[src/rtl/mac_accumulator.sv]
// Pipelined signed 16x16 multiply-accumulate: one dot-product result per in_last-terminated vector.
// Build macro MAC_SATURATE_EN selects a saturating accumulator with a sticky ovf flag (default: wrap, ovf=0).
module TopMultiplier (
  input  logic signed [15:0] a,
  input  logic signed [15:0] b,
  output logic signed [31:0] p
);
  assign p = 32'(a) * 32'(b);
endmodule

module mac_accumulator #(
  parameter int ACC_W = 40,
  parameter int LEN_W = 8
) (
  input  logic                    clk,
  input  logic                    rst_n,
  input  logic                    in_valid,
  output logic                    in_ready,
  input  logic signed [15:0]      x_in,
  input  logic signed [15:0]      y_in,
  input  logic                    in_last,
  output logic                    out_valid,
  input  logic                    out_ready,
  output logic signed [ACC_W-1:0] acc_out,
  output logic [LEN_W-1:0]        out_count,
  output logic                    ovf
);
  logic signed [15:0]      x_p1, y_p1;
  logic                    vld_p1, last_p1;
  logic signed [31:0]      prod;
  logic signed [31:0]      prod_p2;
  logic                    vld_p2, last_p2;
  logic signed [ACC_W-1:0] acc;
  logic [LEN_W-1:0]        cnt;
  logic signed [ACC_W-1:0] sum;
  logic                    stall;

  // Only a last element blocked by an unconsumed result freezes the pipe.
  assign stall    = out_valid & ~out_ready & vld_p2 & last_p2;
  assign in_ready = ~stall;

  // ---- S1: operand register ----
  always_ff @(posedge clk or negedge rst_n) begin
    if (!rst_n) begin
      vld_p1  <= 1'b0;
      last_p1 <= 1'b0;
    end else if (!stall) begin
      vld_p1  <= in_valid;
      last_p1 <= in_last;
    end
  end

  always_ff @(posedge clk) begin
    if (!stall) begin
      x_p1 <= x_in;
      y_p1 <= y_in;
    end
  end

  TopMultiplier u_mult (
    .a(x_p1),
    .b(y_p1),
    .p(prod)
  );

  // ---- S2: product register ----
  always_ff @(posedge clk or negedge rst_n) begin
    if (!rst_n) begin
      vld_p2  <= 1'b0;
      last_p2 <= 1'b0;
    end else if (!stall) begin
      vld_p2  <= vld_p1;
      last_p2 <= last_p1;
    end
  end

  always_ff @(posedge clk) begin
    if (!stall) prod_p2 <= prod;
  end

  // ---- S3: accumulate and emit ----
`ifdef MAC_SATURATE_EN
  function automatic logic sum_overflows(input logic signed [ACC_W:0] s);
    return s[ACC_W] ^ s[ACC_W-1];
  endfunction

  function automatic logic signed [ACC_W-1:0] sat_acc(input logic signed [ACC_W:0] s);
    if (s[ACC_W] != s[ACC_W-1])
      return s[ACC_W] ? {1'b1, {(ACC_W-1){1'b0}}} : {1'b0, {(ACC_W-1){1'b1}}};
    return s[ACC_W-1:0];
  endfunction

  localparam int SUM_W = ACC_W + 1;
  logic signed [ACC_W:0] sum_wide;
  logic                  sum_ovf;
  logic                  ovf_sticky, ovf_q;

  // One guard bit exposes signed overflow before clamping.
  assign sum_wide = SUM_W'(acc) + SUM_W'(prod_p2);
  assign sum_ovf  = sum_overflows(sum_wide);
  assign sum      = sat_acc(sum_wide);

  always_ff @(posedge clk or negedge rst_n) begin
    if (!rst_n) begin
      ovf_sticky <= 1'b0;
      ovf_q      <= 1'b0;
    end else if (vld_p2 && !stall) begin
      if (last_p2) begin
        ovf_q      <= ovf_sticky | sum_ovf;
        ovf_sticky <= 1'b0;
      end else begin
        ovf_sticky <= ovf_sticky | sum_ovf;
      end
    end
  end

  assign ovf = ovf_q;
`else
  assign sum = acc + ACC_W'(prod_p2);
  assign ovf = 1'b0;
`endif

  // A handshake clears out_valid unless a fresh result lands on the same edge.
  always_ff @(posedge clk or negedge rst_n) begin
    if (!rst_n) begin
      acc       <= '0;
      cnt       <= '0;
      out_valid <= 1'b0;
      acc_out   <= '0;
      out_count <= '0;
    end else begin
      if (out_valid && out_ready) out_valid <= 1'b0;
      if (vld_p2 && !stall) begin
        if (last_p2) begin
          acc_out   <= sum;
          out_count <= cnt + LEN_W'(1);
          out_valid <= 1'b1;
          acc       <= '0;
          cnt       <= '0;
        end else begin
          acc <= sum;
          cnt <= cnt + LEN_W'(1);
        end
      end
    end
  end
endmodule

[config.mk]
export PLATFORM = sky130hd
export DESIGN_NAME = mac_accumulator
export DESIGN_NICKNAME = d
export VERILOG_FILES = /design/src/rtl/mac_accumulator.sv
export SDC_FILE = /design/constraint.sdc
export NUM_CORES = 1
export LEC_CHECK = 0
export BUFFER_PORTS_ARGS = -buffer_cell sky130_fd_sc_hd__buf_2
export CORE_ASPECT_RATIO = 0.7
export CORE_MARGIN = 3
export CORE_UTILIZATION = 30
export DETAILED_ROUTE_END_ITERATION = 6
export SETUP_SLACK_MARGIN = 0.1
export SLEW_MARGIN = 25
export SYNTH_ARGS = -nofsm -noshare
export SYNTH_HDL_FRONTEND = slang
export SYNTH_SLANG_ARGS = --single-unit
[constraint.sdc]
create_clock -name clk -period 5.85 [get_ports clk]
set_clock_uncertainty 0.1 [all_clocks]
set_input_delay 0.585 -clock clk [delete_from_list [all_inputs] [get_ports clk]]
set_output_delay 0.585 -clock clk [all_outputs]
set_load 0.03 [all_outputs]
==> run summary <==
Status -> complete, but fails checks
Failing checks -> setup timing
Port Buf Inserts -> 86
Vias in the first global route -> 14000
GRT Total Usage -> 15.2%
Avg Vias per Cell -> 4.65
Period utilization -> 104%
Share of the yosys chip area belonging to registers -> 24.9%
CTS Sinks -> 165
Final min period -> 6.06 ns
Root Driver -> clkbuf_16
YS warnings -> 0
Final nets -> 2387
Hold Path Class -> input pin to flip-flop
Wirelength per Cell -> 16.2 um
Max-slew violations -> 0
Number of flops mapped to enable cells by yosys -> 64
CP Max Fanout -> 5
Top_reg_cell synth -> dfrtp_1
Critical Path Start Type -> flip-flop
Clock buffer depth -> 2
Final WS setup -> -0.214 ns
H-tree levels -> 4
Post-Syn Instances -> 1763
Initial Util -> 30.4%
Critical path required time -> 5.96 ns
Synth top area share -> 29.5%
N_diodes -> 0
Actual slew at the worst max-slew pin -> 0.801 ns
Unrepaired setup endpoints after global routing -> true
Core box area -> 0.0586 mm^2
Chip height -> 210 um
Post-Syn Area -> 0.0178 mm^2
Fmax -> 0.165 GHz
Initial antenna violation count -> 0
1st-iter DRT viols -> 763
DRC -> 0
Dpl hpwl -> 36.5 mm
Gp weighted congestion -> 0.883
CTS tree -> built
Die W -> 297 um
CTS buffer count -> 17
Antenna-violating nets left -> 0
Synth cell types -> 75
Area grow syn2layout -> 19.6%
# rows -> 74
Avg Cell Area, Syn -> 10.1 um^2
Vias post-DR -> 12900
Max-cap violation count -> 0
Pre-CTS setup slack -> -0.324 ns
Latest clock arrival within the worst-skew pair -> 0.47 ns
CP endpoint kind -> flip-flop
Critical path class -> flip-flop to flip-flop
Rel. slew slack -> 46.6%
Area contributors post-synth -> fa_1 (30%), dfrtp_1 (14%), edfxtp_1 (11%)
Layout cells sized above 1 -> 20.5%
Critical path arrival -> 6.17 ns
Finish-stage setup viols -> 12
Worst-path clk slew -> 0.08 ns
Count of final hold-check violations -> 0
Full die area -> 0.0625 mm^2
Area leader, netlist -> fa_1
Final Routed Wirelength -> 44.9 mm
Maximum number of pins on one net before global-route repair -> 60
Fraction of registers with async set/reset -> 61.2%
First-pass GRT wire length -> 75.3 mm
Yosys reg bits -> 165
FILL cells -> 5844
TritonRoute pass-1 iters -> 5
Total congestion overflow -> 0
Syn Nets -> 2185
IO Count -> 88
-- flip-flops by register name, summed over array words and instances, names as in the netlist --
| signal | count |
|---|---|
| last_p1 | 1 |
| last_p2 | 1 |
| y_p1 | 16 |
| out_count | 8 |
| acc | 40 |
| out_valid | 1 |
| prod_p2 | 32 |
| cnt | 8 |
| x_p1 | 16 |
| acc_out | 40 |
| vld_p1 | 1 |
| vld_p2 | 1 |
-- synthesized netlist by cell type, types with 3 or more instances --
master	number
ha_1	122
a21oi_1	60
inv_1	314
nand3b_1	5
a211oi_1	6
o211ai_1	8
nand3_1	13
nor2b_1	8
a21oi_2	4
a22o_1	29
o21bai_1	13
nor2_1	45
mux2_2	36
and3_1	11
dfrtp_1	101
nand2b_1	15
xor2_1	23
o21ai_1	6
o21a_1	9
o31ai_1	3
clkbuf_1	59
a21o_1	37
and2_1	122
o21ai_0	66
a2111oi_0	3
nand2_1	195
nor3_1	8
xnor2_1	52
a31oi_1	4
fa_1	263
nand4_1	5
edfxtp_1	64
-- path summary, 6_finish.rpt --
check	start	to	slack [ns]	depth (start not counted)
worst max-delay path	x_p1[4]$_DFFE_PN_	prod_p2[28]$_DFFE_PN_	-0.21	22
worst min-delay path	x_in[4]	x_p1[4]$_DFFE_PN_	0.19	1
worst max register to register	x_p1[4]$_DFFE_PN_	prod_p2[28]$_DFFE_PN_	-0.21	22
worst min register to register	vld_p1$_DFFE_PN0N_	vld_p2$_DFFE_PN0N_	0.36	1
max in group asynchronous	rst_n	acc_out[23]$_DFFE_PN0P_	3.86	3
min in group asynchronous	rst_n	acc_out[12]$_DFFE_PN0P_	0.55	2
-- critical path, stage by stage (launching register included) --
cell and delay [ns]:
edfxtp_1 0.54, buf_6 0.19, buf_6 0.12, and2_4 0.13
fa_1 0.56, fa_1 0.44, fa_1 0.56, fa_2 0.45
fa_1 0.51, inv_1 0.05, fa_1 0.47, inv_1 0.04
ha_2 0.16, a21o_1 0.15, a21o_1 0.16, a21oi_2 0.14
nor3b_4 0.22, o211ai_1 0.11, buf_4 0.18, a31oi_4 0.17
o21ai_1 0.09, a21oi_1 0.16, xnor2_1 0.09
-- routing by layer --
layer  wire length [um]  up-vias  global-route usage (%)
met2              19500      220                    23.0
met5                  0        -                       0
met3               2150       34                    3.17
met4                561        0                    3.23
li1                   -     6038                       -
met1              22600     6610                    22.4
-- stage by stage --
| step | TNS [ns] | area [um^2] | util, % | hold slack [ns] | std cells |
|---|---|---|---|---|---|
| 6_report | -1.37 | 21300 | 36.4 | 0.187 | 2776 |
| 4_1_cts | -0.991 | 21200 | 36.1 | 0.152 | 2771 |
| 3_3_place_gp | -1.25 | 20200 | 34.4 | 0.345 | 2718 |
| 5_1_grt | -4.23 | 21300 | 36.4 | 0.166 | 2776 |
| 3_5_place_dp | -2.05 | 20200 | 34.4 | 0.347 | 2718 |
| 2_1_floorplan | -0.0536 | 18000 | - | 0.189 | 1763 |
-- repair_timing --
action                                 4_1_cts  5_1_grt
hold buffers                                 1        0
endpoints found under the hold margin       16        0
setup buffers                               23        5
setup endpoints to repair                   16       19
pin swaps                                   50       31
resized for setup                           61       33
-- cell families after synthesis --
family | share of synthesized area [%]
AOI/OAI and AO/OA | 10.7
xor gates and xnor gates | 3.81
adders and majority gates | 38.1
buffers and inverters | 8.01
DFF | 24.9
muxes | 2.39
other | 0.0210
and+or+nand+nor | 12.1
-- cells in the final DEF (no fill, tap or decap), types with 5 or more instances in the layout --
| cell | instances |
|---|---|
| and2_4 | 8 |
| xor2_1 | 23 |
| nor2_1 | 42 |
| nand2b_1 | 14 |
| o21ai_0 | 59 |
| mux2_2 | 36 |
| o211ai_1 | 8 |
| inv_2 | 8 |
| edfxtp_1 | 64 |
| o21ai_1 | 10 |
| fa_2 | 6 |
| o21a_1 | 8 |
| fa_1 | 257 |
| and3_1 | 11 |
| a21oi_1 | 52 |
| inv_1 | 306 |
| ha_1 | 109 |
| a21o_1 | 37 |
| nor2b_1 | 6 |
| o21bai_1 | 13 |
| and2_1 | 114 |
| nand2_2 | 8 |
| buf_6 | 21 |
| dfrtp_1 | 101 |
| nand2_1 | 185 |
| nand3_1 | 13 |
| a211oi_1 | 6 |
| buf_2 | 85 |
| ha_4 | 7 |
| nor3_1 | 8 |
| buf_4 | 136 |
| xnor2_1 | 52 |
| clkbuf_16 | 18 |
| nand4_1 | 5 |
| a21oi_2 | 10 |
| nand3b_1 | 5 |
| ha_2 | 6 |
| a22o_1 | 29 |
-- final cells by class --
class / count / area, um^2 / area share [%]
tap: 798 / 998 / 4.68
multi-input combinational: 1220 / 12300 / 57.8
inverter: 314 / 1180 / 5.53
timing repair buffer: 247 / 1770 / 8.31
clock inverter: 14 / 151 / 0.710
sequential: 165 / 4450 / 20.9
clock buffer: 18 / 450 / 2.11
Power is not shown: default switching activity piles up to over one toggle a cycle in this logic, so the estimate is an artifact.
